[config.mk]
export PLATFORM = sky130hd
export DESIGN_NAME = ret_stack
export DESIGN_NICKNAME = d
export VERILOG_FILES = /design/src/rtl/ret_stack_pkg.sv /design/src/rtl/ret_stack_mem.sv /design/src/rtl/ret_stack.sv
export SDC_FILE = /design/constraint.sdc
export NUM_CORES = 1
export LEC_CHECK = 0
export ABC_AREA = 1
export CAP_MARGIN = 0
export CORE_ASPECT_RATIO = 0.75
export CORE_MARGIN = 2
export CORE_UTILIZATION = 52
export CTS_CLUSTER_DIAMETER = 30
export DETAILED_ROUTE_END_ITERATION = 12
export GPL_TIMING_DRIVEN = 0
export HOLD_SLACK_MARGIN = 0.02
export PLACE_DENSITY_LB_ADDON = 0.3
export REMOVE_ABC_BUFFERS = 1
export SLEW_MARGIN = 20
export SYNTH_ARGS = -nofsm -noshare
export SYNTH_HDL_FRONTEND = slang
export SYNTH_SLANG_ARGS = --single-unit
[constraint.sdc]
create_clock -name clk -period 2.4 [get_ports clk]
set_input_delay 0.36 -clock clk [delete_from_list [all_inputs] [get_ports clk]]
set_output_delay 0.36 -clock clk [all_outputs]
set_load 0.02 [all_outputs]
[src/rtl/ret_stack_pkg.sv]
`default_nettype none
// ============================================================================
//  Module      : ret_stack_pkg
//  Description : Shared constants and types for the return-address stack.
//  Revision    : 1.0 - initial release
// ============================================================================
package ret_stack_pkg;

    localparam int PC_WIDTH = 10;
    localparam int RS_DEPTH = 8;

    // Encodings follow {push, pop} so the decode is a straight cast.
    typedef enum logic [1:0] {
        RS_NOP  = 2'b00,
        RS_PUSH = 2'b10,
        RS_POP  = 2'b01,
        RS_SWAP = 2'b11
    } rs_op_e;

    typedef enum logic [1:0] {
        RS_EMPTY   = 2'd0,
        RS_PARTIAL = 2'd1,
        RS_FULL    = 2'd2
    } rs_occ_e;

    function automatic rs_op_e rs_decode(input logic push, input logic pop);
        return rs_op_e'({push, pop});
    endfunction

endpackage
`default_nettype wire

[src/rtl/ret_stack_mem.sv]
`default_nettype none
// ============================================================================
//  Module      : ret_stack_mem
//  Description : DEPTH x WIDTH register array, one synchronous write port and
//                one asynchronous read port. Contents are never reset.
//  Revision    : 1.0 - initial release
// ============================================================================
module ret_stack_mem
    import ret_stack_pkg::*;
#(
    parameter int WIDTH = PC_WIDTH,
    parameter int DEPTH = RS_DEPTH
) (
    input  logic                     clk,
    input  logic                     we,
    input  logic [$clog2(DEPTH)-1:0] waddr,
    input  logic [WIDTH-1:0]         wdata,
    input  logic [$clog2(DEPTH)-1:0] raddr,
    output logic [WIDTH-1:0]         rdata
);

    logic [WIDTH-1:0] r_mem [DEPTH];

    always_ff @(posedge clk) begin
        if (we) begin
            r_mem[waddr] <= wdata;
        end
    end

    assign rdata = r_mem[raddr];

endmodule
`default_nettype wire

[src/rtl/ret_stack.sv]
`default_nettype none
// ============================================================================
//  Module      : ret_stack
//  Description : LIFO return-address stack with occupancy tracking and a
//                sticky overflow/underflow flag. Build option
//                RET_STACK_WRAP_EN makes a push on a full stack overwrite the
//                oldest entry instead of being dropped.
//  Revision    : 1.0 - initial release
// ============================================================================
module ret_stack
    import ret_stack_pkg::*;
#(
    parameter int WIDTH = PC_WIDTH,
    parameter int DEPTH = RS_DEPTH
) (
    input  logic                       clk,
    input  logic                       reset,
    input  logic                       push,
    input  logic                       pop,
    input  logic [WIDTH-1:0]           din,
    output logic [WIDTH-1:0]           dout,
    output logic                       empty,
    output logic                       full,
    output logic [$clog2(DEPTH+1)-1:0] count,
    output logic                       err
);

    localparam int c_ADDR_W  = $clog2(DEPTH);
    localparam int c_COUNT_W = $clog2(DEPTH+1);

    logic [c_ADDR_W-1:0]  r_top;
    logic [c_COUNT_W-1:0] r_count;
    logic                 r_err;

    rs_op_e               w_op;
    rs_occ_e              w_occ;
    logic [c_ADDR_W-1:0]  w_top_inc;
    logic [c_ADDR_W-1:0]  w_top_dec;
    logic [c_ADDR_W-1:0]  w_top_nxt;
    logic [c_COUNT_W-1:0] w_count_nxt;
    logic                 w_we;
    logic [c_ADDR_W-1:0]  w_waddr;
    logic                 w_err_set;
    logic [WIDTH-1:0]     w_rdata;

    assign w_op = rs_decode(push, pop);

    always_comb begin
        if (r_count == '0) begin
            w_occ = RS_EMPTY;
        end else if (r_count == c_COUNT_W'(DEPTH)) begin
            w_occ = RS_FULL;
        end else begin
            w_occ = RS_PARTIAL;
        end
    end

    // DEPTH is a power of two, so natural wrap of the pointer is mod DEPTH.
    assign w_top_inc = r_top + c_ADDR_W'(1);
    assign w_top_dec = r_top - c_ADDR_W'(1);

    always_comb begin
        w_we        = 1'b0;
        w_waddr     = r_top;
        w_top_nxt   = r_top;
        w_count_nxt = r_count;
        w_err_set   = 1'b0;
        case (w_op)
            RS_PUSH: begin
                if (w_occ != RS_FULL) begin
                    w_we        = 1'b1;
                    w_top_nxt   = w_top_inc;
                    w_count_nxt = r_count + c_COUNT_W'(1);
                end else begin
`ifdef RET_STACK_WRAP_EN
                    // Oldest entry sits at top when full; overwrite it.
                    w_we      = 1'b1;
                    w_top_nxt = w_top_inc;
`else
                    w_err_set = 1'b1;
`endif
                end
            end
            RS_POP: begin
                if (w_occ != RS_EMPTY) begin
                    w_top_nxt   = w_top_dec;
                    w_count_nxt = r_count - c_COUNT_W'(1);
                end else begin
                    w_err_set = 1'b1;
                end
            end
            RS_SWAP: begin
                if (w_occ != RS_EMPTY) begin
                    w_we    = 1'b1;
                    w_waddr = w_top_dec;
                end else begin
                    // Return with nothing to return to: still honour the call.
                    w_we        = 1'b1;
                    w_top_nxt   = w_top_inc;
                    w_count_nxt = r_count + c_COUNT_W'(1);
                    w_err_set   = 1'b1;
                end
            end
            default: ;
        endcase
    end

    always_ff @(posedge clk) begin
        if (reset) begin
            r_top   <= '0;
            r_count <= '0;
            r_err   <= 1'b0;
        end else begin
            r_top   <= w_top_nxt;
            r_count <= w_count_nxt;
            r_err   <= r_err | w_err_set;
        end
    end

    ret_stack_mem #(
        .WIDTH (WIDTH),
        .DEPTH (DEPTH)
    ) u_mem (
        .clk   (clk),
        .we    (w_we & ~reset),
        .waddr (w_waddr),
        .wdata (din),
        .raddr (w_top_dec),
        .rdata (w_rdata)
    );

    assign dout  = (w_occ == RS_EMPTY) ? '0 : w_rdata;
    assign empty = (w_occ == RS_EMPTY);
    assign full  = (w_occ == RS_FULL);
    assign count = r_count;
    assign err   = r_err;

endmodule
`default_nettype wire

==> metrics.txt, run 1 <==
Mapped Area=between 3000 and 4000 um2; commonest non-fill, non-tap cell in the layout=nand2_1; Flop pwr share=~28%; # diodes=0; IO Count=31; initial antenna violation count=0; # nets final=between 400 and 500; setup slack, reg-to-reg=around 0.09 ns; CP arrival=2.03 ns; later-pin clock latency in the skew report=around 0.34 ns; Hold Crit Start=err; Worst-path clk slew=roughly 0.080 ns; Area growth, synth to finish=25.11%; CTS HTree Levels=3; f_max=about 420 MHz; most frequent cells in the layout=nand2_1 (123), edfxtp_1 (80), nand3_1 (46); status=complete, no violations; die height=78.58 um; initial core utilization=53.09%; vias in the first global route=about 2700; Routed WL per cell=18.27 um; share of layout cells above drive strength 1=between 20% and 30%; depth of the most critical reg-to-reg path=8; Least-Margin Pin Slew=between 0.4 and 0.5 ns; switching pwr=~0.003 W; WHS=between 0.4 and 0.5 ns; first-pass GRT wire length=~14000 um; vias per std cell=approximately 5.6; Final Skew=a little under 0.006 ns; Min Clock Period, post-route=between 2 and 2.5 ns; CTS Buf Count=9; Min-Delay Path Class=reg2reg; CTS Buffer Depth=2; Peak supply drop=just under 0.0007 V; root buffer cell=clkbuf_8; Yosys cell types=27; # setup viols final=0; DR vias=approximately 2900; total power per unit cell area=between 1000 and 1500 nW/um2; reg2reg end=u_mem.r_mem[5][9]; Fill cells=around 510; grt ovf=0; Syn Inst Count=about 370; RSZ-0062 raised after global routing=yes; Core Region=7263 um2; max-slew violation count=0; antenna-violating nets left=0; starting DRC count in detailed routing=272; Clk pwr share=approximately 14%; hold depth=2; row count=27; Port Buffers=30; CTS Sinks=88; Syn Area/Cell=between 10 and 15 um2; CP Capture Type=output port; Die Span X=about 100 um; cell leakage power=roughly 1.8 nW; Final Cycle Share=between 90 and 100%; crit path launch type=register; Crit Path Class=reg2out; Final GP Congestion=approximately 0.78; Die ar.=8127 um2; final wirelength=approximately 9500 um; CTS tree=done; GRT Total Usage=approximately a quarter; Pint=roughly 0.004 W; Hold EP=err; DRC errors left=0; Sw Ratio=approximately 44%; combinational share of power=between 50% and 60%; largest net degree at the start of global routing=23; CP required=roughly 2 ns; Max Cap Viol=0; reg2reg start=r_top[0]; FF+latch count, synth=88; Final Hold Fails=0; Final TNS setup=0 ns; Pre-antenna DRT Iters=5; post-synthesis sequential area ratio=between 60% and 70%; Syn. warnings=0; Slew headroom=between 70% and 80%; dpl hpwl=between 4000 and 5000 um; CP Max Fanout=6
-- critical path, cell delays in order, from the launching register on --
cell and delay [ns]:
dfxtp_4 0.36, buf_12 0.13, clkinv_16 0.05, ha_4 0.31, clkinvlp_4 0.21, buf_4 0.19
nand3_1 0.07, nand2_1 0.06, o22ai_1 0.12, buf_4 0.17
-- kinds of logic after synthesis --
group           share of synthesized area, %
simple gates                           23.20
buf+inv                                3.472
fa+ha+maj                              1.817
compound gates                         3.731
xor+xnor                               1.331
flops                                  66.45
-- through the flow --
stage | area (um2) | power [W] | cells | utilization [%] | setup slack [ns]
after global placement | 4220 | 0.004979 | 482 | 58.11 | -3.044
final | 4825 | 0.007058 | 522 | 66.43 | 0.008349
after CTS | 4693 | 0.006605 | 518 | 64.62 | 0.01224
after detailed placement | 4252 | 0.005076 | 483 | 58.54 | -1.759
after floorplan | 3794 | 0.003860 | 351 | - | -1.057
after global routing | 4825 | 0.007443 | 522 | 66.43 | -0.08660
-- layer usage --
| layer | track usage (%) | share of wire, % | vias to the layer above |
|---|---|---|---|
| met1 | 35.05 | 41 | 1381 |
| met3 | 5.966 | 9.2 | 18 |
| met2 | 37.55 | 48 | 155 |
| li1 | - | - | 1351 |
| met4 | 6.447 | 1.8 | 0 |
| met5 | 0 | 0 | - |
-- how the worst max path moves through the flow --
stage                        start  endpoint  slack, ns  depth (start not counted)
after floorplan           r_top[0]   dout[0]      -1.06                          6
after global placement    r_top[0]   dout[2]      -3.04                          7
after detailed placement  r_top[0]   dout[6]      -1.76                          8
after CTS                 r_top[0]   dout[7]       0.01                          9
after global routing      r_top[0]   dout[7]      -0.09                          9
final                     r_top[0]   dout[7]      0.008                          9
-- timing repair --
action / CTS / global route
endpoints found under the setup margin: 92 / 50
buffers inserted: 15 / 4
gates cloned: 4 / 1
hold buffers: 0 / 0
pin swaps: 2 / 8
resized for setup: 67 / 25
-- registers in the layout (all words and copies together), names as in the netlist --
| signal | count |
|---|---|
| count | 4 |
| err | 1 |
| r_top | 3 |
| u_mem.r_mem | 80 |
-- cell type report --
| cell class | instances | area (um2) | share of cell area [%] |
|---|---|---|---|
| multi-input cells | 244 | 1316 | 27.28 |
| well taps | 101 | 126.4 | 2.619 |
| inverters | 19 | 101.3 | 2.101 |
| clock inverters | 3 | 43.79 | 0.9077 |
| clock buffers | 13 | 148.9 | 3.086 |
| flip-flops and latches | 88 | 2566 | 53.19 |
| repair inverters | 4 | 35.03 | 0.7261 |
| repair buffers | 50 | 486.7 | 10.09 |
-- cell usage after synthesis --
| cell type | n | area share, % |
|---|---|---|
| nand2_1 | 125 | 12 |
| edfxtp_1 | 80 | 62 |
| nand3_1 | 50 | 6.5 |
| nor2_1 | 22 | 2.1 |
| inv_1 | 15 | 1.5 |
| a21oi_1 | 13 | 1.7 |
| buf_2 | 8 | 1.0 |
| dfxtp_1 | 8 | 4.2 |
| o22ai_1 | 6 | 0.97 |
| clkbuf_1 | 5 | 0.49 |
| ha_1 | 4 | 1.3 |
| inv_2 | 4 | 0.39 |
| o21ai_0 | 4 | 0.52 |
| nand2_2 | 3 | 0.49 |
| o21ai_1 | 3 | 0.39 |
| nor2_4 | 2 | 0.58 |
| xnor2_1 | 2 | 0.45 |
| xor2_1 | 2 | 0.45 |
| a31oi_1 | 1 | 0.16 |
| buf_1 | 1 | 0.097 |
| fa_1 | 1 | 0.52 |
| nand2_4 | 1 | 0.29 |
| nand3_2 | 1 | 0.26 |
| nand3_4 | 1 | 0.45 |
| nor2_2 | 1 | 0.16 |
| or2_2 | 1 | 0.16 |
| xor2_2 | 1 | 0.42 |
-- power groups by stage --
stage | clock network (W) | registers, W | logic (W)
after floorplan | 0 | 0.00205 | 0.00181
after global placement | 0 | 0.00206 | 0.00292
after detailed placement | 0 | 0.00199 | 0.00308
after CTS | 0.00100 | 0.00194 | 0.00366
after global routing | 0.00107 | 0.00196 | 0.00441
final | 0.000997 | 0.00194 | 0.00412
Note: power is estimated with default switching activity, not from simulation.
==> run 2, diff against run 1 <==
--- a/config.mk
+++ b/config.mk
@@ -18,2 +18,3 @@
 export REMOVE_ABC_BUFFERS = 1
+export SKIP_CTS_REPAIR_TIMING = 1
 export SLEW_MARGIN = 20
==> constraint.sdc (replaced) <==
create_clock -name clk -period 2.4 [get_ports clk]
set_input_delay 0.24 -clock clk [delete_from_list [all_inputs] [get_ports clk]]
set_output_delay 0.24 -clock clk [all_outputs]
set_load 0.02 [all_outputs]
==> run 2 against run 1 <==
  * Largest cell class unchanged
  * First-iteration DRC count decreased by 14%
  * Critical endpoint is now dout[3]
  * Non-clock buffer count increased by 4
  * Via count decreased by 0.48%
  * Hold slack improved by 0.00076 ns
  * Worst setup slack improved by 0.025 ns
  * Sequential power about the same
==> metrics.txt, run 2 (same netlist as run 1, synthesis figures left out) <==
Final Cycle Share=a little over nine tenths; max layer used=met4; cell leakage power=~1.9 nW; reg2reg end=u_mem.r_mem[7][8]; slowest stage delay, CP=0.36 ns; largest net degree at the start of global routing=44; DRC errors left=0; CTS HTree Levels=3; antenna-violating nets left=0; Port Buffers=30; Clk pwr share=around 15%; row count=27; Peak supply drop=approximately 0.00067 V; vias in the first global route=between 2000 and 3000; CP max-delay cell=dfxtp_4; number of flip-flops in the largest register=80; Slew headroom=between 70% and 80%; total power draw=0.006774 W; metal3 WL=849 um; DR WL met2=around 4700 um; final wirelength=9762 um; Final Hold Fails=0; first-pass GRT wire length=13160 um; CTS tree=done; share of layout cells above drive strength 1=18.59%; initial antenna violation count=0; f_max=between 400 and 500 MHz; vias per std cell=between 5 and 6; reg2reg start=r_top[0]; Core Region=roughly 7300 um2; Final TNS setup=0 ns; later-pin clock latency in the skew report=about 0.35 ns; depth of the most critical reg-to-reg path=11; Crit Path Class=reg2out; # nets final=~440; Critical Path Sink=dout[3]; crit path launch type=register; Finished Layout Cells=between 500 and 600; Critical Path Start=r_top[0]; grt ovf=0; DR vias=a little under 3000; CTS Buffer Depth=2; switching pwr=~0.003 W; Min Clock Period, post-route=2.366 ns; max-slew violation count=0; CP required=roughly 2.2 ns; Least-Margin Pin Slew=a little over 0.4 ns; CP Max Fanout=11; IO Count=31; setup slack, reg-to-reg=0.09 ns; Final Skew=0.007707 ns; Sw Ratio=44.15%; CP arrival=approximately 2.1 ns; Area growth, synth to finish=26.93%; Die Span X=approximately 100 um; combinational share of power=56.7%; die height=78.58 um; hold depth=2; status=complete, no violations; Max Cap Viol=0; placed cells=roughly 480; total power per unit cell area=1384 nW/um2; root buffer cell=clkbuf_8; CTS Buf Count=9; # setup viols final=0; Flop pwr share=around 29%; CTS Sinks=a little under 90; Min-Delay Path Class=reg2reg; commonest non-fill, non-tap cell in the layout=nand2_1; most frequent cells in the layout=nand2_1 (124), edfxtp_1 (80), nand3_1 (50); Hold Crit Start=err; worst-path cell chain=buf_12, clkinv_16, ha_4, clkinvlp_4, buf_4, nand3_1, nand2_1, o22ai_1, clkbuf_2; met1 wire length=around 4000 um; GRT Total Usage=around 22%; Largest Register=u_mem.r_mem; Pre-antenna DRT Iters=5; Pint=~0.0038 W; Final GP Congestion=~0.78; CP Capture Type=output port; initial core utilization=between 50% and 60%; Worst-path clk slew=about 0.080 ns; Die ar.=~8100 um2; dpl hpwl=between 4000 and 5000 um; Routed WL per cell=18.56 um; starting DRC count in detailed routing=235; # diodes=0
==> run 2: cell types whose count changed in the layout (fill, tap and decap cells not counted), moves of 3 or more <==
cell / previous run / this run
buf_12: 2 / 9
buf_2: 3 / 0
buf_6: 5 / 0
clkbuf_2: 0 / 3
dlymetal6s2s_1: 0 / 3
nand3_1: 46 / 50
nand3_2: 5 / 1
==> run 2: layout make-up <==
type | instances | area [um2]
multi-input combinational | 244 | 1277
fill | 508 | 2369
timing repair buffer | 54 | 593.1
clock inverter | 3 | 43.79
timing repair inverter | 4 | 37.54
clock buffer | 13 | 148.9
sequential | 88 | 2566
tap | 101 | 126.4
inverter | 19 | 101.3
==> run 2: power by group through the flow <==
| stage | sequential, W | combinational, W | clock (W) |
|---|---|---|---|
| global placement | 0.00206 | 0.00292 | 0 |
| global route | 0.00195 | 0.00414 | 0.00108 |
| detailed placement | 0.00199 | 0.00308 | 0 |
| floorplan | 0.00205 | 0.00181 | 0 |
| CTS | 0.00195 | 0.00310 | 0.00100 |
| finish | 0.00194 | 0.00384 | 0.000996 |
==> run 2: worst min path at each step <==
stage,to
global placement,err
finish,err
global route,err
detailed placement,err
CTS,err
floorplan,count[3]
==> run 2: per-layer routing <==
layer,global-route usage [%],vias to the layer above
met5,0,-
li1,-,1358
met4,6.316,0
met1,32.46,1360
met3,5.254,21
met2,32.97,152
==> run 2: through the flow <==
stage | instance area, um2 | hold slack, ns | setup WS [ns] | util, %
floorplan | 3794 | 0.3091 | -0.9935 | -
global placement | 4220 | 0.4728 | -2.924 | 58.11
detailed placement | 4252 | 0.4712 | -1.639 | 58.54
CTS | 4444 | 0.4821 | -2.018 | 61.19
global route | 4895 | 0.5025 | -0.06201 | 67.39
finish | 4895 | 0.4813 | 0.03351 | 67.39
==> run 2: critical path: cells and delay by family, from the launching register on <==
kind                     cells  cell delay (ns)
AO/OA/AOI/OAI                1             0.18
adder cells (fa/ha/maj)      1             0.35
buffers and inverters        5             0.72
flip-flops                   1             0.36
AND/OR/NAND/NOR              2             0.15
==> run 3, diff against run 2 <==
clock period = 3 ns   (was 2.4 ns; I/O delays follow)
==> run 3 against run 2 <==
  * Final cell count decreased by 3.4%
  * Power decreased by 25%
  * First-iteration DRC count decreased by 10%
  * Critical path depth decreased by 1
  * Via count decreased by 6.1%
  * Die area unchanged
  * Clock power decreased by 20%
  * Wire length decreased by 13%
  * Critical path type is now reg2reg
  * Hold slack got worse by 0.0020 ns
  * Critical endpoint is now u_mem.r_mem[5][4]
  * Worst setup slack improved by 0.23 ns
==> metrics.txt, run 3 (same netlist as run 1, synthesis figures left out) <==
CTS Buffer Depth=2; Routed WL per cell=approximately 17 um; initial antenna violation count=0; share of layout cells above drive strength 1=12.53%; Peak supply drop=roughly 0.00051 V; later-pin clock latency in the skew report=0.34 ns; Die ar.=roughly 8100 um2; antenna-violating nets left=0; Pint=0.002911 W; worst-path cell chain=buf_12, inv_12, ha_4, buf_4, nand2_1, o21ai_1, nand2_1, nor2_2; Least-Margin Pin Slew=between 0.8 and 0.9 ns; setup slack, reg-to-reg=between 0.2 and 0.3 ns; final wirelength=around 8500 um; CTS Buf Count=9; starting DRC count in detailed routing=between 200 and 250; Final Skew=0.005879 ns; placed cells=slightly below 500; Max Cap Viol=0; dpl hpwl=4867 um; routing usage on met1=32.46%; GR peak layer=met2; Final GP Congestion=between 0.7 and 0.8; Final Hold Fails=0; CP Max Fanout=43; Min-Delay Path Class=reg2reg; max-slew violation count=0; die height=roughly 79 um; Final TNS setup=0 ns; total power per unit cell area=about 1100 nW/um2; CP required=a little under 3 ns; most frequent cells in the layout=nand2_1 (124), edfxtp_1 (80), nand3_1 (50); CP arrival=approximately 2.7 ns; Port Buffers=30; grt ovf=0; DRC errors left=0; Area growth, synth to finish=19.34%; Final Cycle Share=91.32%; cell leakage power=between 1.5 and 2 nW; DR vias=2715; Core Region=about 7300 um2; WP buf/inv=3; CP max-delay cell=nor2_2; CP top delay family=simple AND/OR/NAND/NOR gates; commonest non-fill, non-tap cell in the layout=nand2_1; root buffer cell=clkbuf_8; Slew headroom=around 47%; vias per std cell=roughly 5.3; f_max=between 300 and 400 MHz; Die Span X=around 100 um; Min Clock Period, post-route=roughly 2.7 ns; CTS HTree Levels=3; combinational share of power=53.6%; GRT Total Usage=between 20 and 25%; Largest Register=u_mem.r_mem; CTS tree=done; IO Count=31; largest net degree at the start of global routing=44; WHS=0.4792 ns; Finished Layout Cells=508; Clk pwr share=15.6%; CP Capture Type=register; Crit Path Class=reg2reg; Flop pwr share=30.8%; crit-path most repeated cell=nand2_1; # nets final=around 420; Sw Ratio=42.98%; GR met2 Demand/Resource=about a third; met3 Use GR=5.254%; initial core utilization=between 50% and 60%; Pre-antenna DRT Iters=5; switching pwr=0.002195 W; vias in the first global route=~2500; slowest stage delay, CP=just under 0.6 ns; Worst-path clk slew=around 0.080 ns; # diodes=0; status=complete, no violations; first-pass GRT wire length=roughly 13000 um; CTS Sinks=roughly 90; RSZ-0062 raised after global routing=no; number of flip-flops in the largest register=80; row count=27; crit path launch type=register; # setup viols final=0; Fill cells=550
-- run 3: worst paths after layout --
path | from | to | cells past startpoint
setup / recovery | r_top[0] | u_mem.r_mem[5][4] | 8
setup reg to reg | r_top[0] | u_mem.r_mem[5][4] | 8
hold / removal | err | err | 2
hold reg to reg | err | err | 2
-- run 3: stage by stage --
step / total power, W / cell area (um2) / utilization (%) / setup WS (ns)
final: 0.005106 / 4602 / 63.36 / 0.2604
after global routing: 0.005422 / 4602 / 63.36 / 0.1405
after CTS: 0.004845 / 4444 / 61.19 / -1.478
after detailed placement: 0.004061 / 4252 / 58.54 / -1.099
after global placement: 0.003983 / 4220 / 58.11 / -2.384
after floorplan: 0.003088 / 3794 / - / -0.3973
-- run 3: per-layer routing --
metal,vias up,wire length (um)
met5,-,0
met4,0,56
met3,5,577
met2,105,3988
met1,1292,3871
li1,1313,-
-- run 3: power by group through the flow --
stage | clock network, W | logic [W] | registers, W
finish | 0.000799 | 0.00274 | 0.00157
floorplan | 0 | 0.00145 | 0.00164
CTS | 0.000804 | 0.00248 | 0.00156
global route | 0.000856 | 0.00298 | 0.00159
detailed placement | 0 | 0.00247 | 0.00159
global placement | 0 | 0.00233 | 0.00165
-- run 3: tightest hold or removal path, cell delays in order (launching register included) --
cell	delay, ns
dfxtp_1	0.31
inv_1	0.04
a31oi_1	0.07
-- run 3: cell type report --
cell class              count  area (um2)  area share, %
flip-flops and latches     88        2566          55.76
multi-input cells         244        1219          26.48
clock inverters             3       43.79         0.9516
repair buffers             38       395.4          8.592
clock buffers              13       148.9          3.235
well taps                 101       126.4          2.746
inverters                  19       87.58          1.903
repair inverters            2       15.01         0.3263
==> RTL change 1 (settings of run 1) <==
The package constant `PC_WIDTH` goes from 10 to 12.
--- a/src/rtl/ret_stack_pkg.sv
+++ b/src/rtl/ret_stack_pkg.sv
@@ -6,7 +6,7 @@
 // ============================================================================
 package ret_stack_pkg;
 
-    localparam int PC_WIDTH = 10;
+    localparam int PC_WIDTH = 12;
     localparam int RS_DEPTH = 8;
 
     // Encodings follow {push, pop} so the decode is a straight cast.
Ports: changed (resized din and dout); port bits go from 31 to 35. The function was not compared with the original's and may differ.
==> RTL change 1 against run 1 <==
  * The run now ends with negative setup slack left
  * Total power increased by 28%
  * Synthesized area rose by 16%
  * Sequential cell count increased by 16
  * Worst setup slack got worse by 19 ps
  * Final area rose by 23%
  * Utilization rose by 4.0 points
  * Fmax decreased by 0.81%
  * Routed wire length increased by 18%
  * Critical endpoint is now dout[9]
==> RTL change 1: results (changes against run 1) <==
[layout]
drive_gt1_share_pct=26.6  ; was 20.4%
fillers=559  ; was 512
regArea_um2=3050  ; was 2570 um2
largest_reg_flops=96  ; was 80
top_register=u_mem.r_mem  ; unchanged
fin_cells=597  ; was 522
layout.nets=505  ; was 435

[sta]
holdWs_ps=506  ; was 480 ps
worst_slack_ps=-11.1  ; was 8.35 ps
fin_setup_tns_ps=-11.1  ; was 0 ps
setup_viol_count_final=1  ; was 0
finClkSkew_ps=8.19  ; was 5.92 ps
maxSlewHeadroom_pct=68.8  ; was 70.2%

[run_status]
violations=negative setup slack
status=finished with violations  ; was complete, no violations

[logic_synthesis]
yosys-top-cells-count=96 x edfxtp_1, 93 x nand2_1, 65 x nor2_1, 41 x nand3_1, 33 x o21ai_0  ; was 125 x nand2_1, 80 x edfxtp_1, 50 x nand3_1, 22 x nor2_1, 15 x inv_1
seq_area_frac_synth_pct=68.0  ; was 66.5%
synthCells=413  ; was 365
synthTopCellsByArea=edfxtp_1 64%, nand2_1 7.8%, nor2_1 5.5%  ; was edfxtp_1 62%, nand2_1 12%, nand3_1 6.5%
synth-xor-area-share_pct=0.783  ; was 1.33%
synth-edff-count=96  ; was 80
synth_cell_type_count=27  ; unchanged
synth_compound_area_share_pct=5.81  ; was 3.73%
synthAdderAreaFrac_pct=1.57  ; was 1.82%

[worst_setup_path]
timing.rr.end=u_mem.r_mem[1][8]  ; was u_mem.r_mem[5][9]
crit_end=dout[9]  ; was dout[7]
worst-endpoint-arrival_ps=2050  ; was 2030 ps
path_max_fanout=5  ; was 6
worstRegToRegCells=9  ; was 8

[global_routing]
grt_util_met1_pct=31.4  ; was 35.1%
grt_max_degree=27  ; was 23
use_met2_pct=37.7  ; was 37.5%
grt_pass1_wl_um=16000  ; was 14400 um
grt_pass1_vias=3064  ; was 2684
use_met3_pct=4.77  ; was 5.97%
grt_usage_pct=22.9  ; was 24.5%
grt_antenna_before_repair=0  ; unchanged

[power_and_ir_drop]
switchingPower_uw=3810  ; was 3090 uW
power.total_uw=9060  ; was 7060 uW
leakage_uw=0.00222  ; was 0.00184 uW
vdd_ir_drop_max_mv=0.872  ; was 0.674 mV
power_frac_seq_pct=25.1  ; was 27.5%
p_comb_uw=5350  ; was 4120 uW

[placed_design]
pre_cts_slack_ps=-2070  ; was -1760 ps
port_buffers=34  ; was 30
routabilityCongestion=0.806  ; was 0.778
place_area_um2=4910  ; was 4250 um2
dp_cells=539  ; was 483
dpl.hpwl_um=5190  ; was 4870 um

[route]
drt_iter0_drc=254  ; was 272
routedWlPerCell_um=18.8  ; was 18.3 um
dr.pass1.iters=5  ; unchanged
vias=3325  ; was 2905

[clock_tree]
cts_root_buf=clkbuf_16  ; was clkbuf_8

[hold_path]
holdPathEnd=err  ; unchanged
hold_depth=2  ; unchanged

RTL change 1: changes by cell type after synthesis, sizes merged, moves of 8 or more:
cell and delta:
nand3 -8, nor2 +44, nand2 -33, edfxtp +16, o21ai +34, a21oi -9
RTL change 1: routing by layer:
layer / vias up / wire length (um)
li1: 1561 / -
met1: 1577 / 4500
met2: 164 / 5530
met3: 23 / 1010
met4: 0 / 163
met5: - / 0
RTL change 1: timing repair:
| action | in CTS | in global routing |
|---|---|---|
| cloned | 4 | 2 |
| endpoints found under the hold margin | 0 | 0 |
| buffers inserted | 26 | 10 |
| endpoints found under the setup margin | 109 | 37 |
| resized for setup | 72 | 81 |
| pin swaps | 6 | 26 |
RTL change 1: area by class of cell:
type	instances	share of cell area [%]
tap	108	2.28
clock inverter	6	1.14
sequential	104	51.4
timing repair buffer	73	13.3
multi-input combinational	270	25.4
clock buffer	10	3.86
inverter	22	2.03
timing repair inverter	4	0.591
==> RTL change 2 (flow settings as in run 1) <==
Made on the original files. Reset style: asynchronous (`reset`), changed in one clocked block.
--- a/src/rtl/ret_stack.sv
+++ b/src/rtl/ret_stack.sv
@@ -105,7 +105,7 @@
         endcase
     end
 
-    always_ff @(posedge clk) begin
+    always_ff @(posedge clk or posedge reset) begin
         if (reset) begin
             r_top   <= '0;
             r_count <= '0;
Behaviour: differs if reset is asserted again (counterexample within 4 cycles, from zero or initial values and one cycle with reset high); with reset held inactive, the same outputs for 10 cycles.
==> RTL change 2 against run 1 <==
  * The run now ends with negative setup slack left
  * Worst setup slack got worse by 75 ps
  * Sequential cell count unchanged
  * Total power up 6.4%
  * Non-clock buffer count is 3 lower
  * Synthesized area increased by 2.9%
  * Final area is 3.2% higher
  * Routed wire length increased by 4.4%
  * Utilization is 1.2 points higher
  * Highest routed layer unchanged
==> RTL change 2: results (changes against run 1) <==
[sta]
setup_viol_count_final=6  ; was 0
worst_slack_ps=-66.9  ; was 8.35 ps
finClkSkew_ps=6.76  ; was 5.92 ps
worstMarginPinSlew_ps=486  ; was 445 ps

[placed_design]
routabilityCongestion=0.808  ; was 0.778
place_area_um2=4330  ; was 4250 um2
pre_cts_slack_ps=-2170  ; was -1760 ps
dpl.hpwl_um=5100  ; was 4870 um

[worst_setup_path]
critical-path-max-stage-delay_ps=450  ; was 360 ps
worst-endpoint-arrival_ps=2110  ; was 2030 ps

[logic_synthesis]
seq_area_frac_synth_pct=65.6  ; was 66.5%
synth_async_sr_flop_share_pct=9.09  ; was 0%
synth_cell_type_count=24  ; was 27
synthTopCellsByArea=edfxtp_1 61%, nand2_1 10%, nand3_1 6.1%  ; was edfxtp_1 62%, nand2_1 12%, nand3_1 6.5%
yosys-top-cells-count=109 x nand2_1, 80 x edfxtp_1, 48 x nand3_1, 36 x nor2_1, 24 x o21ai_0  ; was 125 x nand2_1, 80 x edfxtp_1, 50 x nand3_1, 22 x nor2_1, 15 x inv_1

[global_routing]
grt_pass1_wl_um=14800  ; was 14400 um
grt_pass1_vias=2862  ; was 2684
grt_usage_pct=24.2  ; was 24.5%

[power_and_ir_drop]
leakage_uw=0.00195  ; was 0.00184 uW

[hold_path]
hold_path_class=in -> async  ; was reg -> reg

[run_status]
violations=negative setup slack
status=finished with violations  ; was complete, no violations

[route]
vias=2978  ; was 2905

[layout]
layout.nets=443  ; was 435
drive_gt1_share_pct=24.8  ; was 20.4%
fillers=553  ; was 512

RTL change 2: cell count changes after synthesis, sizes merged, moves of 2 or more:
cell           run 1  this run
clkbuf             5         3
inv               19        25
o21ai              7        26
xor2               3         1
dfrtp              0         8
dfxtp              8         0
a21oi             13         6
nand2            129       115
buf                9        11
o22ai              6         0
nor2              25        40
RTL change 2: final timing paths:
path | startpoint | end | slack, ps | cells after the start
max | r_top[0] | dout[6] | -70 | 9
min | reset | count[3] | 290 | 2
max reg2reg | r_top[0] | u_mem.r_mem[4][1] | 50 | 8
min reg2reg | err | err | 490 | 1
max in group asynchronous | reset | r_top[0] | 1840 | 2
min in group clk | err | err | 490 | 1
RTL change 2: logic make-up after synthesis:
group	synth area share, %
AND/OR/NAND/NOR	23.0
flip-flops	65.6
buffers and inverters	4.95
AO/OA/AOI/OAI	4.22
adder cells (fa/ha/maj)	1.77
XOR/XNOR	0.441
RTL change 2: layout make-up:
type / instances / share of cell area, %
clock inverters: 6 / 2.19
repair buffers: 47 / 9.67
repair inverters: 5 / 0.804
multi-input cells: 247 / 27.6
inverters: 26 / 2.44
clock buffers: 9 / 2.49
flip-flops and latches: 88 / 52.3
well taps: 101 / 2.54
RTL change 2: where the power goes:
part	leakage [uW]	internal (uW)	switching [uW]	total [uW]
Combinational	0.00101	1690	2670	4370
Sequential	0.000816	1850	115	1960
Clock	0.000119	684	500	1180
Total	0.00195	4230	3290	7510
RTL change 2: stage by stage:
stage / util [%] / hold slack (ps) / power [uW] / instances / TNS [ps]
after global placement: 58.4 / 460 / 5020 / 492 / -218180
final: 67.6 / 287 / 7510 / 529 / -212
after detailed placement: 58.8 / 465 / 5170 / 493 / -135780
after floorplan: - / 176 / 3870 / 361 / -77140
after CTS: 65.3 / 290 / 6980 / 525 / -1400
after global routing: 67.6 / 344 / 7920 / 529 / -905
RTL change 2: layer usage:
metal	GRT usage (%)	share of wire, %	vias to the layer above	wire (um)
met5	0	0	-	0
li1	-	-	1368	-
met3	6.12	7.5	22	750
met1	31.5	42	1445	4140
met4	10.0	2.2	0	224
met2	39.3	49	143	4840
RTL change 2: timing repair:
item                                    in CTS  in global routing
buffers inserted                            11                  4
cloned                                       6                  0
resized for setup                           96                 38
endpoints found under the setup margin      92                 78
pin swaps                                    6                 17
